===== config.mk =====
export PLATFORM = sky130hd
export DESIGN_NAME = crc8_frame_ctrl_flat
export DESIGN_NICKNAME = d
export VERILOG_FILES = /design/src/rtl/crc8_pkg.sv /design/src/rtl/crc8_frame_ctrl_if.sv /design/src/rtl/crc8_byte_step.sv /design/src/rtl/crc8_frame_ctrl.sv /design/src/flat_wrapper.sv
export SDC_FILE = /design/constraint.sdc
export NUM_CORES = 1
export LEC_CHECK = 0
export BUFFER_PORTS_ARGS = -buffer_cell sky130_fd_sc_hd__buf_4
export CAP_MARGIN = 20
export CORE_MARGIN = 1
export CORE_UTILIZATION = 42
export CTS_CLUSTER_DIAMETER = 200
export CTS_CLUSTER_SIZE = 40
export DETAILED_ROUTE_END_ITERATION = 12
export SLEW_MARGIN = 10
export SYNTH_ARGS = -nofsm -noshare
export SYNTH_HDL_FRONTEND = slang
export SYNTH_SLANG_ARGS = --single-unit

===== constraint.sdc =====
create_clock -name clk -period 2.75 [get_ports clk]
set_input_delay 0.275 -clock clk [delete_from_list [all_inputs] [get_ports clk]]
set_output_delay 0.275 -clock clk [all_outputs]
set_load 0.02 [all_outputs]

===== src/rtl/crc8_pkg.sv =====
// Shared types and constants for the CRC-8 (x^8+x^5+x^3+x^2+1) frame controller.
package crc8_pkg;

   localparam logic [7:0] CRC8_POLY = 8'h2D;
   localparam logic [7:0] CRC8_INIT = 8'hFF;

   typedef enum logic [1:0] {
      IDLE,
      DATA,
      APPEND
   } state_t;

endpackage


===== src/rtl/crc8_frame_ctrl_if.sv =====
// Byte stream with valid/ready handshake and end-of-frame marker.
interface crc8_frame_ctrl_if;

   logic       valid;
   logic       ready;
   logic [7:0] data;
   logic       last;

   modport master (output valid, data, last, input ready);
   modport slave  (input valid, data, last, output ready);

endinterface


===== src/rtl/crc8_byte_step.sv =====
// One-byte parallel CRC-8 update, polynomial 0x2D, purely combinational.
module crc8_byte_step (
   input  logic [7:0] crc_i,
   input  logic [7:0] data_i,
   output logic [7:0] crc_o
);

   logic [7:0] x;

   assign x = crc_i ^ data_i;

   assign crc_o[0] = x[0] ^ x[3] ^ x[5];
   assign crc_o[1] = x[1] ^ x[4] ^ x[6];
   assign crc_o[2] = x[0] ^ x[2] ^ x[3] ^ x[7];
   assign crc_o[3] = x[0] ^ x[1] ^ x[4] ^ x[5];
   assign crc_o[4] = x[1] ^ x[2] ^ x[5] ^ x[6];
   assign crc_o[5] = x[0] ^ x[2] ^ x[5] ^ x[6] ^ x[7];
   assign crc_o[6] = x[1] ^ x[3] ^ x[6] ^ x[7];
   assign crc_o[7] = x[2] ^ x[4] ^ x[7];

endmodule


===== src/rtl/crc8_frame_ctrl.sv =====
// CRC-8 frame generator/checker with one output register stage.
// Optional error counter output err_cnt when CRC8_FRAME_ERR_CNT_EN is defined.
module crc8_frame_ctrl
   import crc8_pkg::*;
#(
   parameter int         MAX_LEN = 256,
   parameter logic [7:0] INIT    = CRC8_INIT
) (
   input  logic clk,
   input  logic rst,
   input  logic mode_i,
   crc8_frame_ctrl_if.slave  s,
   crc8_frame_ctrl_if.master m,
   output logic chk_valid,
   output logic chk_pass,
   output logic len_err,
   output logic busy
`ifdef CRC8_FRAME_ERR_CNT_EN
   ,
   output logic [15:0] err_cnt
`endif
);

   state_t      state, state_d;
   logic [7:0]  crc, crc_base, crc_next;
   logic [15:0] len, len_next;
   logic [31:0] len_w, lim_w;
   logic        mode, mode_eff;
   logic        accept, frame_end, drain_ok, crc_done, too_long;

   assign drain_ok  = !m.valid || m.ready;
   assign s.ready   = (state != APPEND) && drain_ok;
   assign accept    = s.valid && s.ready;
   assign frame_end = accept && s.last;
   assign crc_done  = (state == APPEND) && m.valid && m.ready && m.last;
   assign busy      = (state != IDLE);

   // Mode is taken live from mode_i only for the first byte of a frame.
   assign mode_eff = (state == IDLE) ? mode_i : mode;
   assign crc_base = (state == IDLE) ? INIT : crc;
   assign len_next = (state == IDLE) ? 16'd1 :
                     (&len ? len : len + 16'd1);

   // Check frames carry one extra trailing CRC byte beyond the data.
   assign len_w    = {16'd0, len_next};
   assign lim_w    = 32'(MAX_LEN) + {31'd0, mode_eff};
   assign too_long = len_w > lim_w;

   crc8_byte_step u_step (
      .crc_i (crc_base),
      .data_i(s.data),
      .crc_o (crc_next)
   );

   always_ff @(posedge clk or posedge rst) begin
      if (rst) state <= IDLE;
      else     state <= state_d;
   end

   always_comb begin
      state_d = state;
      unique case (state)
         IDLE, DATA: begin
            if (frame_end)   state_d = mode_eff ? IDLE : APPEND;
            else if (accept) state_d = DATA;
         end
         APPEND: if (crc_done) state_d = IDLE;
         default: state_d = IDLE;
      endcase
   end

   always_ff @(posedge clk or posedge rst) begin
      if (rst) begin
         crc       <= INIT;
         len       <= 16'd0;
         mode      <= 1'b0;
         m.valid   <= 1'b0;
         m.data    <= 8'd0;
         m.last    <= 1'b0;
         chk_valid <= 1'b0;
         chk_pass  <= 1'b0;
         len_err   <= 1'b0;
      end else begin
         chk_valid <= 1'b0;
         chk_pass  <= 1'b0;
         len_err   <= 1'b0;
         if (accept) begin
            m.valid <= 1'b1;
            m.data  <= s.data;
            m.last  <= mode_eff && s.last;
            if (state == IDLE) mode <= mode_i;
            if (s.last) begin
               len       <= 16'd0;
               len_err   <= too_long;
               crc       <= mode_eff ? INIT : crc_next;
               chk_valid <= mode_eff;
               chk_pass  <= mode_eff && (crc_next == 8'd0) && !too_long;
            end else begin
               len <= len_next;
               crc <= crc_next;
            end
         end else if ((state == APPEND) && drain_ok) begin
            // m.last marks the CRC byte itself; anything else is the last data byte.
            if (m.valid && m.last) begin
               m.valid <= 1'b0;
               crc     <= INIT;
            end else begin
               m.valid <= 1'b1;
               m.data  <= crc;
               m.last  <= 1'b1;
            end
         end else if (m.ready) begin
            m.valid <= 1'b0;
         end
      end
   end

`ifdef CRC8_FRAME_ERR_CNT_EN
   logic [16:0] err_sum;

   assign err_sum = {1'b0, err_cnt}
                  + {16'd0, chk_valid && !chk_pass}
                  + {16'd0, len_err};

   always_ff @(posedge clk or posedge rst) begin
      if (rst) err_cnt <= 16'd0;
      else     err_cnt <= err_sum[16] ? 16'hFFFF : err_sum[15:0];
   end
`endif

endmodule


===== src/flat_wrapper.sv =====
// flat-port wrapper written by rule: the top's interface ports become plain ports
module crc8_frame_ctrl_flat import crc8_pkg::*;
#(
   parameter int         MAX_LEN = 256,
   parameter logic [7:0] INIT    = CRC8_INIT
)
  (clk, rst, mode_i, chk_valid, chk_pass, len_err, busy, s_valid, s_data, s_last, s_ready, m_valid, m_data, m_last, m_ready);
  crc8_frame_ctrl_if s_i ();
  crc8_frame_ctrl_if m_i ();
  input  logic clk;
  input  logic rst;
  input  logic mode_i;
  output logic chk_valid;
  output logic chk_pass;
  output logic len_err;
  output logic busy;
  input wire logic [$bits(s_i.valid)-1:0] s_valid;
  input wire logic [$bits(s_i.data)-1:0] s_data;
  input wire logic [$bits(s_i.last)-1:0] s_last;
  output wire logic [$bits(s_i.ready)-1:0] s_ready;
  output wire logic [$bits(m_i.valid)-1:0] m_valid;
  output wire logic [$bits(m_i.data)-1:0] m_data;
  output wire logic [$bits(m_i.last)-1:0] m_last;
  input wire logic [$bits(m_i.ready)-1:0] m_ready;
  assign s_i.valid = s_valid;
  assign s_i.data = s_data;
  assign s_i.last = s_last;
  assign s_ready = s_i.ready;
  assign m_valid = m_i.valid;
  assign m_data = m_i.data;
  assign m_last = m_i.last;
  assign m_i.ready = m_ready;
  crc8_frame_ctrl #(.MAX_LEN(MAX_LEN), .INIT(INIT)) u_core (.clk(clk), .rst(rst), .mode_i(mode_i), .s(s_i), .m(m_i), .chk_valid(chk_valid), .chk_pass(chk_pass), .len_err(len_err), .busy(busy));
endmodule

==> results of run 1 <==
-- sequential cells by signal, summed over array words and instances, names as in the netlist --
signal            flops
u_core.m.data         8
u_core.mode           1
u_core.crc            8
u_core.chk_valid      1
u_core.len           16
u_core.len_err        1
u_core.chk_pass       1
u_core.m.last         1
u_core.state          2
u_core.m.valid        1
-- power by group --
group	switching, mW	leakage [nW]	internal (mW)
clock	0.212	0.0645	0.320
sequential	0.152	0.492	0.785
combinational	0.807	0.739	0.701
-- cells by family (layout without fill, tap and decap cells) --
| family | Yosys count | after routing | synth area share (%) |
|---|---|---|---|
| xor gates and xnor gates | 33 | 33 | 11.9 |
| and+or+nand+nor | 127 | 127 | 24.9 |
| AOI/OAI and AO/OA | 82 | 82 | 20.2 |
| muxes | 2 | 2 | 0.749 |
| adders and majority gates | 2 | 2 | 0.937 |
| buffers and inverters | 20 | 50 | 3.51 |
| DFF | 40 | 40 | 37.8 |
-- final timing paths --
kind	startpoint	slack, ps	endpoint
min reg2reg	u_core.crc[0]	540	u_core.crc[0]
max in group asynchronous	rst	2280	u_core.crc[6]
max reg2reg	u_core.len[0]	150	u_core.chk_pass
max	u_core.len[0]	150	u_core.chk_pass
min in group clk	s_data[7]	250	u_core.m.data[7]
min	rst	100	u_core.m.data[5]
-- synthesized netlist by cell type, drive strengths merged (2+ instances only) --
| cell | number | share of area [%] |
|---|---|---|
| nor2 | 40 | 5.9 |
| dfrtp | 32 | 30 |
| nand2 | 32 | 4.5 |
| xnor2 | 25 | 8.8 |
| a21oi | 18 | 3.4 |
| o21ai | 18 | 3.4 |
| a31oi | 15 | 3.5 |
| nand3 | 10 | 1.9 |
| buf | 9 | 2.0 |
| dfstp | 8 | 7.9 |
| clkbuf | 7 | 0.98 |
| nand4 | 7 | 2.7 |
| o22a | 7 | 2.3 |
| xor2 | 7 | 2.3 |
| and3 | 6 | 1.4 |
| nor3 | 6 | 1.3 |
| and2 | 4 | 0.94 |
| and4 | 4 | 1.3 |
| nor4 | 4 | 1.2 |
| o31ai | 4 | 1.1 |
| a22o | 3 | 0.98 |
| a41oi | 3 | 0.98 |
| inv | 3 | 0.42 |
| nand2b | 3 | 0.70 |
| or3 | 3 | 0.70 |
| a211oi | 2 | 0.56 |
| a311oi | 2 | 0.66 |
| ha | 2 | 0.94 |
| mux2i | 2 | 0.75 |
| nor2b | 2 | 0.47 |
| o211ai | 2 | 0.56 |
-- per-layer routing --
metal	up-vias	GRT usage, %	part of all wire (%)
met1	1110	27.6	44
met5	-	0	0
met4	0	5.96	1.1
met3	9	5.33	5.7
li1	1168	-	-
met2	77	36.7	50
-- area by class of cell --
| cell class | instances | area, sq um |
|---|---|---|
| multi-input cells | 246 | 1570 |
| clock buffers | 7 | 96.3 |
| fillers | 577 | 2930 |
| well taps | 75 | 93.8 |
| clock inverters | 1 | 30.0 |
| flip-flops and latches | 40 | 1010 |
| repair buffers | 38 | 285 |
| inverters | 4 | 15.0 |
-- cell usage in the layout, fill, tap and decap left out, types with 3 or more instances in the layout --
cell       n
o21ai_0   16
nand2_1   32
a41oi_1    3
nor4_1     3
nor2_1    39
xnor2_1   23
a31oi_1   15
nand4_1    4
and3_1     6
nand2b_1   3
dfstp_2    8
dfrtp_1   32
clkbuf_8   7
o31ai_1    4
a22o_1     3
inv_1      3
nor3_1     5
xor2_1     7
buf_4     38
o22a_1     7
or3_1      3
a21oi_1   18
and2_1     4
nand3_1   10
and4_1     4
-- metrics by stage --
step / worst slack (ps) / util, % / total power [mW] / cells / hold slack (ps)
detailed placement: 204 / 49.3 / 2.45 / 403 / 446
global placement: 279 / 49.3 / 2.45 / 403 / 446
floorplan: 155 / - / 2.02 / 306 / 423
finish: 147 / 51.4 / 2.98 / 411 / 97.8
CTS: 203 / 51.4 / 3.00 / 411 / 116
global route: 58.7 / 51.4 / 3.21 / 411 / 156
-- worst max-delay path, delay by kind of cell (launching register included) --
family | cells | cell delay [ps]
buffers and inverters | 1 | 210
AO/OA/AOI/OAI | 2 | 590
multiplexers | 1 | 180
flip-flops | 1 | 440
adder cells (fa/ha/maj) | 1 | 310
AND/OR/NAND/NOR | 3 | 800
==> results.yml, run 1 <==
layout:
  area_delta_synth_final_pct: 16.0
  num_antenna_cells: 0
  finalInstanceArea_sq_mm: 0.00310
  drive_gt1_share_pct: 19.3
  final_nets: 351
place:
  place_congestion: 0.882
  hpwl_um: 4600
  port_buffers: 28
  placed_cell_area_sq_mm: 0.00297
yosys:
  synthesis.instances: 306
  synth-edff-count: 0
  syn_nets: 322
  ys_async_sr_fraction_pct: 100
  ys_seq_area_share_pct: 37.8
  avgSynthCellArea_sq_um: 8.73
  syn_area_sq_mm: 0.00267
  yosysWarnings: 0
  ys.flop_type: "dfrtp_1"
  synth.ff_latch_count: 40
  ys_types: 55
hold_path:
  hold_class: "input pin to async pin"
routing:
  ant_nets: 0
  wirelength_um: 6370
  wire_per_inst_um: 15.5
  dr.pass1.iters: 4
  vias: 2364
  drt_iter0_drc: 91
  drc: 0
  drt-vias-per-instance: 5.75
timing:
  slew_headroom_pct: 59.1
  worst_pin_slew_ps: 609
  hold_viol: 0
  setup_viol: 0
  rsz0062_at_grt: "false"
  slew_viol_final: 0
  fin_crit_sh_pct: 94.6
  tns_ps: 0
  fmax_ghz: 0.384
  layout_min_cycle_time_ps: 2600
  fin_skew_ps: 3.28
setup_path:
  path_class: "register to register"
  cp.arrival_ps: 2820
  cp_max_fo: 13
  crit_path_cell_trace: "ha_1, and4_1, nand4_4, buf_4, mux2i_1, o21ai_1, a2111o_1, nor4_2"
  slowest_stage: "a2111o_1"
  crit_path_end_kind: "register"
  start_kind: "register"
  rr_worst_depth: 8
  max_stage_delay_ps: 470
  required_ps: 2960
power_and_ir_drop:
  vdd_ir_drop_max_uv: 455
  power_density_mw_per_mm2: 961
  power_leakage_nw: 1.30
grt:
  grt_pass1_wl_um: 11000
  antenna_found_initial: 0
  grt_overflow_total: 0
  grt_usage_pct: 21.8
  grt_pass1_vias: 2270
  grt_max_degree: 41
flow_run:
  cap_violations: 0
clock_network:
  cts_resized: 0
  htree_levels: 2
  cts_tree: "done"
  cts_made_buffers: 5
  clockBufferDepth: 2
  clock-sinks: 40
  hold_buffers: 0
  clock-root-buffer: "clkbuf_8"
  cts.clk_slew.worst_paths_ps: 80
  postCtsSetupRepairBufs: 0
  worstSkewPairLatency_ps: 300
die:
  io_pins: 29
  die_height_um: 81.8
  fp.dieW_um: 81.8
  die_area_sq_mm: 0.00668
  initial_core_util_pct: 44.3
  rows: 28
  coreArea_sq_mm: 0.00603
outcome:
  status: "complete, no violations"
No activity file was read; power rests on OpenSTA's default activity.
==> inputs of run 2 (changes only) <==
==> constraint.sdc (replaced) <==
create_clock -name clk -period 2.75 [get_ports clk]
set_input_delay 0 -clock clk [delete_from_list [all_inputs] [get_ports clk]]
set_output_delay 0 -clock clk [all_outputs]
set_load 0.02 [all_outputs]
==> run 2 against run 1 <==
Sequential share of layout area fell by 1.0 points. Highest routed layer unchanged. Cell area up 3.2%. Sequential cell count unchanged.
==> results.yml, run 2 (synthesis gave the netlist of run 1 again) <==
setup_path:
  slowest_stage: "a2111o_1"
  path_class: "register to register"
  r2r_end: "u_core.chk_pass"
  r2r_slack_ps: 170
  rr_worst_depth: 8
  critical-path-top-delay-family: "simple AND/OR/NAND/NOR gates"
  reg2reg_from: "u_core.len[0]"
  cp.arrival_ps: 2790
  cp_max_fo: 13
  cp.depth: 8
  crit_path_end_kind: "register"
  max_stage_delay_ps: 460
  start_kind: "register"
  crit_path_cell_trace: "ha_1, and4_1, nand4_4, buf_4, mux2i_1, o21ai_1, a2111o_1, nor4_2"
  required_ps: 2960
  crit_buf_inv: 1
layout:
  final_cell_mix: "39 x nor2_1, 38 x buf_4, 32 x nand2_1, 32 x dfrtp_1, 23 x xnor2_1"
  largest_register: "u_core.len"
  area_delta_synth_final_pct: 19.7
  fillCellCount: 559
  reg_top3: "u_core.len (16), u_core.crc (8), u_core.m.data (8)"
  final_nets: 361
  layout_commonest_cell: "nor2_1"
  drive_gt1_share_pct: 18.8
  largest_register_ffs: 16
  num_antenna_cells: 0
power_and_ir_drop:
  power_density_mw_per_mm2: 935
  vdd_ir_drop_max_uv: 453
  pwr-share-comb_pct: 50.8
  clkPwrFrac_pct: 17.8
  p_sw_share_pct: 39.3
  p_seq_share_pct: 31.4
  power_leakage_nw: 1.34
  p_int_mw: 1.82
  p_total_mw: 2.99
  p_switching_mw: 1.17
routing:
  ant_nets: 0
  wirelength_um: 6450
  drt-vias-per-instance: 5.68
  vias: 2390
  drc: 0
  dr.pass1.iters: 4
  wire_per_inst_um: 15.3
  drt_iter0_drc: 120
die:
  die_area_sq_mm: 0.00668
  io_pins: 29
  rows: 28
  die_height_um: 81.8
  fp.dieW_um: 81.8
  coreArea_sq_mm: 0.00603
  initial_core_util_pct: 44.3
timing:
  fin_skew_ps: 4.63
  hold_viol: 0
  slew_headroom_pct: 59.1
  rsz0062_at_grt: "false"
  tns_ps: 0
  slew_viol_final: 0
  setup_viol: 0
  fmax_ghz: 0.388
  fin_crit_sh_pct: 93.8
  worst_pin_slew_ps: 609
  layout_min_cycle_time_ps: 2580
outcome:
  status: "complete, no violations"
grt:
  grt_usage_pct: 22.3
  grt_pass1_wl_um: 11300
  grt_overflow_total: 0
  grt_pass1_vias: 2337
  grt_max_degree: 41
  antenna_found_initial: 0
clock_network:
  clockBufferDepth: 2
  cts_made_buffers: 5
  htree_levels: 2
  cts_tree: "done"
  worstSkewPairLatency_ps: 300
  cts_resized: 0
  cts.clk_slew.worst_paths_ps: 80
  clock-root-buffer: "clkbuf_8"
  clock-sinks: 40
place:
  place_congestion: 0.882
  port_buffers: 28
  hpwl_um: 4600
hold_path:
  worstHoldEndpoint: "u_core.crc[0]"
  worstHoldPathCells: 3
  hold_start: "s_last"
  hold_class: "input pin to register"
flow_run:
  cap_violations: 0
==> run 2: cell count changes in the layout (fill, tap and decap cells not counted), sizes merged <==
cell,previous run,this run
dlygate4sd3,0,10
==> run 2: how the worst max path moves through the flow <==
stage,from,end,slack (ps)
3_5_place_dp,u_core.len[0],u_core.chk_pass,200
6_report,u_core.len[0],u_core.chk_pass,170
3_3_place_gp,u_core.len[0],u_core.chk_pass,280
5_1_grt,u_core.len[0],u_core.len_err,60
4_1_cts,u_core.len[0],u_core.chk_pass,200
2_1_floorplan,u_core.len[0],u_core.len_err,150
==> run 2: metal layers <==
metal	routed length (um)	part of all wire (%)	track usage, %
met5	0	0	0
met4	78	1.2	5.96
met3	374	5.8	5.33
met2	3190	50	38.5
met1	2800	43	27.7
==> run 2: layout make-up <==
class,count,area (sq um),area share (%)
clock buffers,7,96.3,3.01
clock inverters,1,30.0,0.939
inverters,4,15.0,0.469
multi-input cells,246,1570,49.0
flip-flops and latches,40,1010,31.6
well taps,75,93.8,2.93
repair buffers,48,385,12.1
==> run 2: timing repair <==
action	in CTS	in global routing
hold endpoints to repair	41	0
hold buffers	10	0
endpoints found under the setup margin	0	0
setup buffers	0	0
==> run 2: power groups by stage <==
| stage | logic [mW] | registers (mW) | clock network (mW) |
|---|---|---|---|
| after floorplan | 1.02 | 1.01 | 0 |
| final | 1.52 | 0.939 | 0.533 |
| after global placement | 1.50 | 0.948 | 0 |
| after detailed placement | 1.50 | 0.949 | 0 |
| after CTS | 1.53 | 0.938 | 0.551 |
| after global routing | 1.68 | 0.972 | 0.577 |
==> run 2: worst reg2reg max path, cell delays in order (launching register included) <==
cell      delay, ps
dfrtp_1         440
ha_1            310
and4_1          420
nand4_4         120
buf_4           210
mux2i_1         170
o21ai_1         100
a2111o_1        460
nor4_2          260
==> run 2: stage by stage <==
step           utilization (%)  cells  hold WS (ps)  area (sq um)  setup slack [ps]
4_1_cts                   53.1    421          33.8          3200               203
5_1_grt                   53.1    421          33.8          3200              58.7
6_report                  53.1    421          36.6          3200               170
3_3_place_gp              49.3    403           171          2970               279
3_5_place_dp              49.3    403           171          2970               204
2_1_floorplan                -    306           148          2670               155
==> inputs of run 3 (changes only) <==
MAX_ROUTING_LAYER = met4   (was unset)
PLACE_DENSITY = 0.72   (was unset)
==> run 3 against run 2 <==
Highest routed layer unchanged. Global-route usage shrank 0.19 points. Critical path depth is the same. Fmax grew 1.5%. Critical path type unchanged. Worst hold slack lost 26 ps.
==> results.yml, run 3 (synthesis gave the netlist of run 1 again) <==
outcome:
  status: "complete, no violations"
setup_path:
  reg2reg_from: "u_core.len[0]"
  cp_max_fo: 13
  crit_path_cell_trace: "ha_1, and4_1, nand4_4, buf_4, mux2i_1, o21ai_1, a2111o_1, nor4_2"
  cp-startpoint: "u_core.len[0]"
  max_stage_delay_ps: 450
  cp.arrival_ps: 2740
  crit_path_end_kind: "register"
  crit_buf_inv: 1
  path_class: "register to register"
  start_kind: "register"
  required_ps: 2950
  critical-path-top-delay-family: "simple AND/OR/NAND/NOR gates"
  slowest_stage: "dfrtp_1"
layout:
  final_nets: 359
  largest_register: "u_core.len"
  area_delta_synth_final_pct: 18.9
  fin_cells: 419
  num_antenna_cells: 0
  reg_top3: "u_core.len (16), u_core.crc (8), u_core.m.data (8)"
  drive_gt1_share_pct: 18.6
  final_cell_mix: "39 x nor2_1, 37 x buf_4, 32 x nand2_1, 32 x dfrtp_1, 23 x xnor2_1"
  largest_register_ffs: 16
  layout_commonest_cell: "nor2_1"
  finalInstanceArea_sq_mm: 0.00318
timing:
  rsz0062_at_grt: "false"
  fin_skew_ps: 5.93
  hold_viol: 0
  fmax_ghz: 0.393
  slew_viol_final: 0
  fin_crit_sh_pct: 92.4
  setup_viol: 0
  tns_ps: 0
  worst_pin_slew_ps: 609
  layout_min_cycle_time_ps: 2540
  slew_headroom_pct: 59.1
  finalWorstSetupSlack_ps: 209
place:
  placed_cell_area_sq_mm: 0.00296
  port_buffers: 28
  dp_cells: 402
  place_ws_ps: 242
  hpwl_um: 4500
  place_congestion: 0.935
grt:
  antenna_found_initial: 0
  grt_usage_pct: 22.2
  grt_pass1_vias: 2259
  grt_pass1_wl_um: 11000
  grt_max_degree: 41
  grt_overflow_total: 0
clock_network:
  cts_tree: "done"
  cts.clk_slew.worst_paths_ps: 80
  clockBufferDepth: 2
  clock-sinks: 40
  htree_levels: 2
  worstSkewPairLatency_ps: 290
  postCtsSetupRepairBufs: 0
  cts_made_buffers: 5
  clock-root-buffer: "clkbuf_8"
hold_path:
  hold_start: "m_ready"
  hold_class: "input pin to register"
power_and_ir_drop:
  power_leakage_nw: 1.33
  power_density_mw_per_mm2: 937
  vdd_ir_drop_max_uv: 497
routing:
  ant_nets: 0
  wire_per_inst_um: 15.4
  vias: 2407
  drt-vias-per-instance: 5.74
  wirelength_um: 6470
  drc: 0
  dr.pass1.iters: 4
  drt_iter0_drc: 140
die:
  initial_core_util_pct: 44.3
  rows: 28
  coreArea_sq_mm: 0.00603
  die_area_sq_mm: 0.00668
  fp.dieW_um: 81.8
  io_pins: 29
  die_height_um: 81.8
flow_run:
  cap_violations: 0
==> run 3: cell types whose count changed in the layout (fill, tap and decap cells not counted), sizes merged <==
cell / before / now
clkbuf: 7 / 6
clkinv: 1 / 2
buf: 38 / 37
dlygate4sd3: 10 / 9
==> run 3: timing repair <==
action | 4_1_cts | 5_1_grt
endpoints found under the hold margin | 40 | 0
hold buffers | 9 | 0
gates resized for setup | 0 | 0
==> run 3: power breakdown <==
group / leakage (nW) / switching [mW] / total, mW / internal, mW
Clock: 0.0614 / 0.218 / 0.515 / 0.297
Combinational: 0.772 / 0.806 / 1.51 / 0.706
Sequential: 0.492 / 0.163 / 0.947 / 0.785
==> run 3: stage by stage <==
stage / hold slack [ps] / util (%) / power (mW)
2_1_floorplan: 148 / - / 2.02
3_3_place_gp: 162 / 49.2 / 2.42
3_5_place_dp: 170 / 49.2 / 2.44
4_1_cts: 6.18 / 52.7 / 2.99
5_1_grt: 41.6 / 52.7 / 3.21
6_report: 10.4 / 52.7 / 2.97
==> run 3: path summary, 6_finish.rpt <==
check,to,cells after the start,slack (ps)
hold reg to reg,u_core.crc[0],2,540
hold / removal,u_core.m.valid,3,10
max in group asynchronous,u_core.crc[3],4,1990
setup reg to reg,u_core.chk_pass,8,210
setup / recovery,u_core.chk_pass,8,210
min in group asynchronous,u_core.m.data[0],4,380
==> run 3: layout make-up <==
type                    instances  area (sq um)
inverters                       4          15.0
clock inverters                 2          38.8
well taps                      75          93.8
flip-flops and latches         40          1010
fillers                       555          2850
multi-input cells             246          1570
repair buffers                 46           368
clock buffers                   6          82.6
==> run 3: layer usage <==
layer  vias to the layer above  track usage, %  share of wire, %
met3                         6            3.44               6.1
met2                        83            35.3                47
met1                      1128            29.2                46
met5                         -               -                 0
met4                         0            5.96              0.88
li1                       1190               -                 -
==> run 3: worst register-to-register path, stage by stage, from the launching register on <==
cell and delay, ps:
dfrtp_1 450, ha_1 310, and4_1 410, nand4_4 120, buf_4 210, mux2i_1 150
o21ai_1 80, a2111o_1 450, nor4_2 270
